`src/rtl/dpram_loader_pkg.sv`:
```
// Shared types and constants for the dual-port RAM stream loader.
package dpram_loader_pkg;

  typedef enum logic [1:0] {
    IDLE  = 2'd0,
    LOAD  = 2'd1,
    FLUSH = 2'd2,
    DONE  = 2'd3
  } state_e;

  localparam int unsigned CHECKSUM_W = 16;

  // Bytes per RAM word.
  function automatic int unsigned bpw(input int unsigned data_width);
    return data_width / 8;
  endfunction

endpackage

```
`src/rtl/dpram_stream_loader_if.sv`:
```
// Byte stream valid/ready bus feeding the loader.
interface dpram_stream_loader_if;
  logic       s_valid;
  logic [7:0] s_data;
  logic       s_ready;

  modport master (output s_valid, output s_data, input s_ready);
  modport slave  (input s_valid, input s_data, output s_ready);
endinterface

```
`src/rtl/dpram_byte_packer.sv`:
```
// Little-endian byte-to-word packer with zero padding of unfilled upper lanes.
module dpram_byte_packer
  import dpram_loader_pkg::*;
#(
  parameter int unsigned DATA_WIDTH = 16
) (
  input  logic                  clock,
  input  logic                  reset_n,
  input  logic                  clear,
  input  logic                  byte_valid,
  input  logic                  last_byte,
  input  logic [7:0]            byte_data,
  output logic [DATA_WIDTH-1:0] word_c,
  output logic                  complete_c
);

  localparam int unsigned BPW    = bpw(DATA_WIDTH);
  localparam int unsigned LANE_W = (BPW > 1) ? $clog2(BPW) : 1;
  localparam logic [LANE_W-1:0] LAST_LANE = LANE_W'(BPW - 1);

  logic [LANE_W-1:0]     lane_q;
  logic [DATA_WIDTH-1:0] acc_q;

  // acc_q is cleared after every word, so lanes above the current one are already zero.
  always_comb begin
    word_c = acc_q;
    for (int unsigned i = 0; i < BPW; i++) begin
      if (LANE_W'(i) == lane_q) word_c[8*i +: 8] = byte_data;
    end
    complete_c = byte_valid && (last_byte || (lane_q == LAST_LANE));
  end

  always_ff @(posedge clock) begin
    if (!reset_n || clear) begin
      lane_q <= '0;
      acc_q  <= '0;
    end else if (byte_valid) begin
      if (complete_c) begin
        lane_q <= '0;
        acc_q  <= '0;
      end else begin
        lane_q <= lane_q + LANE_W'(1);
        acc_q  <= word_c;
      end
    end
  end

endmodule

```
`src/rtl/dpram_stream_loader.sv`:
```
// Streams bytes into one dual-port RAM write port at incrementing addresses.
// Optional running byte checksum output: define DPRAM_STREAM_LOADER_CHECKSUM_EN.
module dpram_stream_loader
  import dpram_loader_pkg::*;
#(
  parameter int unsigned ADDRESS_WIDTH = 10,
  parameter int unsigned DATA_WIDTH    = 16,
  parameter int unsigned LEN_WIDTH     = 16
) (
  input  logic                     clock,
  input  logic                     reset_n,
  input  logic                     start,
  input  logic                     abort,
  input  logic [ADDRESS_WIDTH-1:0] base_addr,
  input  logic [LEN_WIDTH-1:0]     length,
  dpram_stream_loader_if.slave     s,
  output logic                     wr_en,
  output logic [ADDRESS_WIDTH-1:0] wr_addr,
  output logic [DATA_WIDTH-1:0]    wr_data,
  output logic                     busy,
  output logic                     done,
  output logic [ADDRESS_WIDTH:0]   words_written
`ifdef DPRAM_STREAM_LOADER_CHECKSUM_EN
  ,
  output logic [CHECKSUM_W-1:0]    checksum
`endif
);

  localparam logic [ADDRESS_WIDTH:0] WORDS_MAX = {1'b1, {ADDRESS_WIDTH{1'b0}}};

  state_e                   state_q, state_d;
  logic                     s_ready_q;
  logic [ADDRESS_WIDTH-1:0] ptr_q;
  logic [LEN_WIDTH-1:0]     remaining_q;
  logic                     start_acc;
  logic                     hs;
  logic                     last_byte;
  logic [DATA_WIDTH-1:0]    word_c;
  logic                     complete_c;

  // A byte arriving alongside abort is dropped with the rest of the partial word.
  assign hs        = s.s_valid && s_ready_q && !abort;
  assign last_byte = (remaining_q == LEN_WIDTH'(1));
  assign s.s_ready = s_ready_q;

  dpram_byte_packer #(.DATA_WIDTH(DATA_WIDTH)) u_packer (
    .clock      (clock),
    .reset_n    (reset_n),
    .clear      (start_acc || abort),
    .byte_valid (hs),
    .last_byte  (last_byte),
    .byte_data  (s.s_data),
    .word_c     (word_c),
    .complete_c (complete_c)
  );

  always_comb begin
    state_d   = state_q;
    start_acc = 1'b0;
    unique case (state_q)
      IDLE, DONE: begin
        state_d = IDLE;
        if (start && !abort) begin
          start_acc = 1'b1;
          state_d   = (length == '0) ? DONE : LOAD;
        end
      end
      LOAD: begin
        if (abort)                state_d = IDLE;
        else if (hs && last_byte) state_d = FLUSH;
      end
      FLUSH:   state_d = abort ? IDLE : DONE;
      default: state_d = IDLE;
    endcase
  end

  always_ff @(posedge clock) begin
    if (!reset_n) begin
      state_q <= IDLE;
    end else begin
      state_q <= state_d;
    end
  end

  // Registered outputs and datapath.
  always_ff @(posedge clock) begin
    if (!reset_n) begin
      s_ready_q     <= 1'b0;
      busy          <= 1'b0;
      done          <= 1'b0;
      wr_en         <= 1'b0;
      wr_addr       <= '0;
      wr_data       <= '0;
      words_written <= '0;
      ptr_q         <= '0;
      remaining_q   <= '0;
    end else begin
      s_ready_q <= (state_d == LOAD);
      busy      <= (state_d == LOAD) || (state_d == FLUSH);
      done      <= (state_d == DONE);
      wr_en     <= complete_c;
      if (start_acc) begin
        ptr_q         <= base_addr;
        remaining_q   <= length;
        words_written <= '0;
      end
      if (hs) remaining_q <= remaining_q - LEN_WIDTH'(1);
      if (complete_c) begin
        wr_addr <= ptr_q;
        wr_data <= word_c;
        ptr_q   <= ptr_q + ADDRESS_WIDTH'(1);
        if (words_written != WORDS_MAX) words_written <= words_written + (ADDRESS_WIDTH+1)'(1);
      end
    end
  end

`ifdef DPRAM_STREAM_LOADER_CHECKSUM_EN
  // Sum of accepted bytes only; pad lanes never pass through the handshake.
  always_ff @(posedge clock) begin
    if (!reset_n || start_acc) begin
      checksum <= '0;
    end else if (hs) begin
      checksum <= checksum + CHECKSUM_W'(s.s_data);
    end
  end
`endif

endmodule

```
`src/flat_wrapper.sv`:
```
// flat-port wrapper written by rule: the top's interface ports become plain ports
module dpram_stream_loader_flat import dpram_loader_pkg::*;
#(
  parameter int unsigned ADDRESS_WIDTH = 10,
  parameter int unsigned DATA_WIDTH    = 16,
  parameter int unsigned LEN_WIDTH     = 16
)
  (clock, reset_n, start, abort, base_addr, length, wr_en, wr_addr, wr_data, busy, done, words_written, s_s_valid, s_s_data, s_s_ready);
  dpram_stream_loader_if s_i ();
  input  logic clock;
  input  logic reset_n;
  input  logic start;
  input  logic abort;
  input  logic [ADDRESS_WIDTH-1:0] base_addr;
  input  logic [LEN_WIDTH-1:0] length;
  output logic wr_en;
  output logic [ADDRESS_WIDTH-1:0] wr_addr;
  output logic [DATA_WIDTH-1:0] wr_data;
  output logic busy;
  output logic done;
  output logic [ADDRESS_WIDTH:0] words_written;
  input wire logic [$bits(s_i.s_valid)-1:0] s_s_valid;
  input wire logic [$bits(s_i.s_data)-1:0] s_s_data;
  output wire logic [$bits(s_i.s_ready)-1:0] s_s_ready;
  assign s_i.s_valid = s_s_valid;
  assign s_i.s_data = s_s_data;
  assign s_s_ready = s_i.s_ready;
  dpram_stream_loader #(.ADDRESS_WIDTH(ADDRESS_WIDTH), .DATA_WIDTH(DATA_WIDTH), .LEN_WIDTH(LEN_WIDTH)) u_core (.clock(clock), .reset_n(reset_n), .start(start), .abort(abort), .base_addr(base_addr), .length(length), .s(s_i), .wr_en(wr_en), .wr_addr(wr_addr), .wr_data(wr_data), .busy(busy), .done(done), .words_written(words_written));
endmodule
```
`config.mk`:
```
export PLATFORM = sky130hd
export DESIGN_NAME = dpram_stream_loader_flat
export DESIGN_NICKNAME = d
export VERILOG_FILES = /design/src/rtl/dpram_loader_pkg.sv /design/src/rtl/dpram_stream_loader_if.sv /design/src/rtl/dpram_byte_packer.sv /design/src/rtl/dpram_stream_loader.sv /design/src/flat_wrapper.sv
export SDC_FILE = /design/constraint.sdc
export NUM_CORES = 1
export LEC_CHECK = 0
export BUFFER_PORTS_ARGS = -buffer_cell sky130_fd_sc_hd__buf_4
export CAP_MARGIN = 20
export CORE_ASPECT_RATIO = 1.5
export CORE_MARGIN = 3
export CORE_UTILIZATION = 55
export DETAILED_ROUTE_END_ITERATION = 10
export GPL_ROUTABILITY_DRIVEN = 0
export PLACE_DENSITY = 0.78
export SLEW_MARGIN = 10
export SYNTH_ARGS = -nofsm -noshare
export SYNTH_HDL_FRONTEND = slang
export SYNTH_SLANG_ARGS = --single-unit
export TNS_END_PERCENT = 30
```
`constraint.sdc`:
```
create_clock -name clock -period 2.7 [get_ports clock]
set_clock_uncertainty 0.15 [all_clocks]
set_input_delay 0.54 -clock clock [delete_from_list [all_inputs] [get_ports clock]]
set_output_delay 0.54 -clock clock [all_outputs]
set_load 0.02 [all_outputs]
```
==> flow_metrics.env <==
export IMPL_nets=591
export IMPL_cpLargestDelayFamily="compound AO/OA/AOI/OAI gates"
export IMPL_cp_end_kind="register"
export IMPL_yosys_area_top_type_share_pct=42.5
export IMPL_arrival_ns=2.56
export IMPL_r2r_end="u_core.ptr_q[9]$_SDFFE_PN0P_"
export IMPL_grt_start_max_net_pins=41
export IMPL_cts_buffer_depth=2
export IMPL_hold_violations=0
export IMPL_antennaDiodeCount=0
export IMPL_synth_area_leaders="dfxtp_1, a211oi_1, mux2i_1"
export IMPL_drive_gt1_share_pct=22.6
export IMPL_dr_pass1_iters=5
export IMPL_leakagePower_uw=0.00189
export IMPL_grt_pass1_wl_um=17600
export IMPL_vias_per_cell=5.96
export IMPL_coreArea_mm2=0.00699
export IMPL_synth_edff_count=0
export IMPL_power_density_mw_per_mm2=481
export IMPL_required_ns=2.81
export IMPL_grt_use_total_pct=25.2
export IMPL_clk_pin_slew_worst_paths_ns=0.09
export IMPL_rsz0062_at_grt="no"
export IMPL_tns_ns=0
export IMPL_fin_total_pwr_uw=2380
export IMPL_min_from="s_s_data[1]"
export IMPL_yosys_warnings=0
export IMPL_power_frac_clock_pct=34.5
export IMPL_ys_seq_area_share_pct=42.5
export IMPL_async_flop_share_pct=0
export IMPL_seqPwrFrac_pct=55.7
export IMPL_reg2reg_depth=7
export IMPL_dieWidth_um=76.1
export IMPL_dp_hpwl_um=7510
export IMPL_r2r_slack_ns=0.25
export IMPL_finalSetupViolations=0
export IMPL_syn_area_per_cell_um2=8.76
export IMPL_cts_root_buffer="clkbuf_8"
export IMPL_p_int_uw=1770
export IMPL_finalCriticalPeriod_ns=2.45
export IMPL_holdBufCountCts=0
export IMPL_clock_sinks=86
export IMPL_drt_iter0_markers=242
export IMPL_synth_seq_cells=86
export IMPL_pwr_share_comb_pct=9.7
export IMPL_tightest_slew_ns=0.682
export IMPL_synth_most_common_cell="dfxtp_1"
export IMPL_row_count=37
export IMPL_synth_commonest_cells="dfxtp_1, nand2_1, nor2_1, a21oi_1, a211oi_1"
export IMPL_cts_tree="yes"
export IMPL_yosys_most_used_dff="dfxtp_1"
export IMPL_post_cts_setup_buffer_count=0
export IMPL_die_h_um=111
export IMPL_vias=3847
export IMPL_die_area_mm2=0.00846
export IMPL_yosysTopAreaCell="dfxtp_1"
export IMPL_start_util_pct=58.0
export IMPL_max_slew_margin_pct=54.2
export IMPL_fin_area_mm2=0.00496
export IMPL_synth_distinct_cells=62
export IMPL_route_detailed_drc=0
export IMPL_antenna_found_initial=0
export IMPL_place_area_mm2=0.00478
export IMPL_port_buffers=79
export IMPL_fmax_ghz=0.407
export IMPL_path_class="reg -> reg"
export IMPL_hold_worst_slack_ns=0.249
export IMPL_cts_resized=0
export IMPL_final_antenna_net_count=0
export IMPL_critPathMaxFanout=9
export IMPL_hp_class="in -> reg"
export IMPL_swShare_pct=25.7
export IMPL_routed_wirelength_um=10300
export IMPL_ios=80
export IMPL_grt_overflow=0
export IMPL_worstHoldPathCells=2
export IMPL_area_growth_pct=22.3
export IMPL_drv_cap=0
export IMPL_outcome="finished, final reports clean"
export IMPL_path_cells="inv_1 -> ha_1 -> nor4b_2 -> and4_1 -> o31ai_1 -> a21oi_1 -> o221a_2"
export IMPL_wire_per_inst_um=16.0
export IMPL_setup_worst_path_start_class="register"
export IMPL_critPathMaxStageDelay_ns=0.65
export IMPL_syn_num_nets=510
export IMPL_critPathSlowestCell="o31ai_1"
export IMPL_p_sw_uw=613
export IMPL_r2r_start="u_core.remaining_q[1]$_SDFFE_PN0P_"
export IMPL_cts_made_buffers=9
export IMPL_min_period_over_period_pct=90.9
export IMPL_peakVddDrop_mv=0.470
export IMPL_htreeDepth=3
export IMPL_hold_end="u_core.u_packer.acc_q[1]$_SDFFE_PP0P_"
export IMPL_synth_area_mm2=0.00405
export IMPL_path_buf_inv=1
export IMPL_clk_latency_ns=0.37
export IMPL_syn_inst=463
export IMPL_drv_slew=0
export IMPL_grt_pass1_vias=3753
cells in the final DEF, fill, tap and decap left out, drive strengths merged, types with 4 or more instances in the layout:
cell type,count
nand2,44
and2,10
o311ai,5
a31oi,7
nand3,16
clkbuf,11
nor3,12
nor2,41
inv,12
ha,8
and4,4
dfxtp,86
a211oi,25
a21oi,35
a22o,8
nor4,10
nand4,10
buf,97
a311oi,7
and3,6
o21ai,19
clkinv,4
mux2i,18
o211ai,6
worst max path at each step:
stage,startpoint,endpoint,slack [ns],cells after the start
6_report,u_core.remaining_q[1]$_SDFFE_PN0P_,u_core.ptr_q[9]$_SDFFE_PN0P_,0.25,7
5_1_grt,u_core.remaining_q[0]$_SDFFE_PN0P_,u_core.wr_data[3]$_SDFFE_PN0N_,0.05,7
4_1_cts,u_core.remaining_q[0]$_SDFFE_PN0P_,u_core.wr_data[4]$_SDFFE_PN0N_,0.27,7
3_5_place_dp,u_core.remaining_q[1]$_SDFFE_PN0P_,u_core.ptr_q[9]$_SDFFE_PN0P_,0.31,7
3_3_place_gp,u_core.remaining_q[0]$_SDFFE_PN0P_,u_core.words_written[8]$_SDFF_PN0_,0.36,6
2_1_floorplan,u_core.words_written[0]$_SDFF_PN0_,u_core.words_written[4]$_SDFF_PN0_,0.63,8
worst reg2reg max path, delay by kind of cell, from the launching register on:
family / cells / cell delay (ns)
AOI/OAI and AO/OA: 3 / 1.05
adders and majority gates: 1 / 0.18
and+or+nand+nor: 2 / 0.52
DFF: 1 / 0.36
buffers and inverters: 1 / 0.08
sequential cells by signal, indices dropped and copies added (netlist names):
register / flops
u_core.words_written: 11
u_core.wr_data: 16
u_core.remaining_q: 16
u_core.s.s_ready: 1
u_core.u_packer.lane_q: 1
u_core.wr_en: 1
u_core.wr_addr: 10
u_core.state_q: 2
u_core.u_packer.acc_q: 16
u_core.done: 1
u_core.ptr_q: 10
u_core.busy: 1
power groups by stage:
stage	logic (uW)	registers, uW	clock network, uW
floorplan	133	1350	0
global placement	225	1360	0
detailed placement	229	1360	0
CTS	231	1330	842
global route	257	1330	895
finish	232	1330	824
cells by family (layout without fill, tap and decap cells):
kind of cell | after synthesis | after routing | share of synthesized area (%)
flip-flops | 86 | 86 | 42.5
AO/OA/AOI/OAI | 133 | 133 | 22.5
AND/OR/NAND/NOR | 176 | 176 | 23.4
XOR/XNOR | 2 | 2 | 0.432
adder cells (fa/ha/maj) | 8 | 8 | 2.47
buffers and inverters | 40 | 125 | 4.35
multiplexers | 18 | 18 | 4.44
stage by stage:
step | setup slack, ns | cells | util [%]
5_1_grt | 0.0455 | 645 | 70.9
6_report | 0.246 | 645 | 70.9
3_3_place_gp | 0.360 | 630 | 68.4
4_1_cts | 0.265 | 645 | 70.9
3_5_place_dp | 0.307 | 630 | 68.4
2_1_floorplan | 0.632 | 463 | -
metal layers:
layer	vias up	wire (um)	track usage (%)
met3	14	494	5.04
met5	-	0	0
met4	0	178	9.92
li1	1892	-	-
met1	1853	4240	28.9
met2	88	5400	45.6
area by class of cell:
type / instances / area, um2
clock buffer: 11 / 151
clock inverter: 4 / 22.5
fill: 561 / 2030
inverter: 13 / 48.8
multi-input combinational: 337 / 2160
sequential: 86 / 1720
tap: 97 / 121
timing repair buffer: 97 / 728
(Power assumes the default switching activity.)
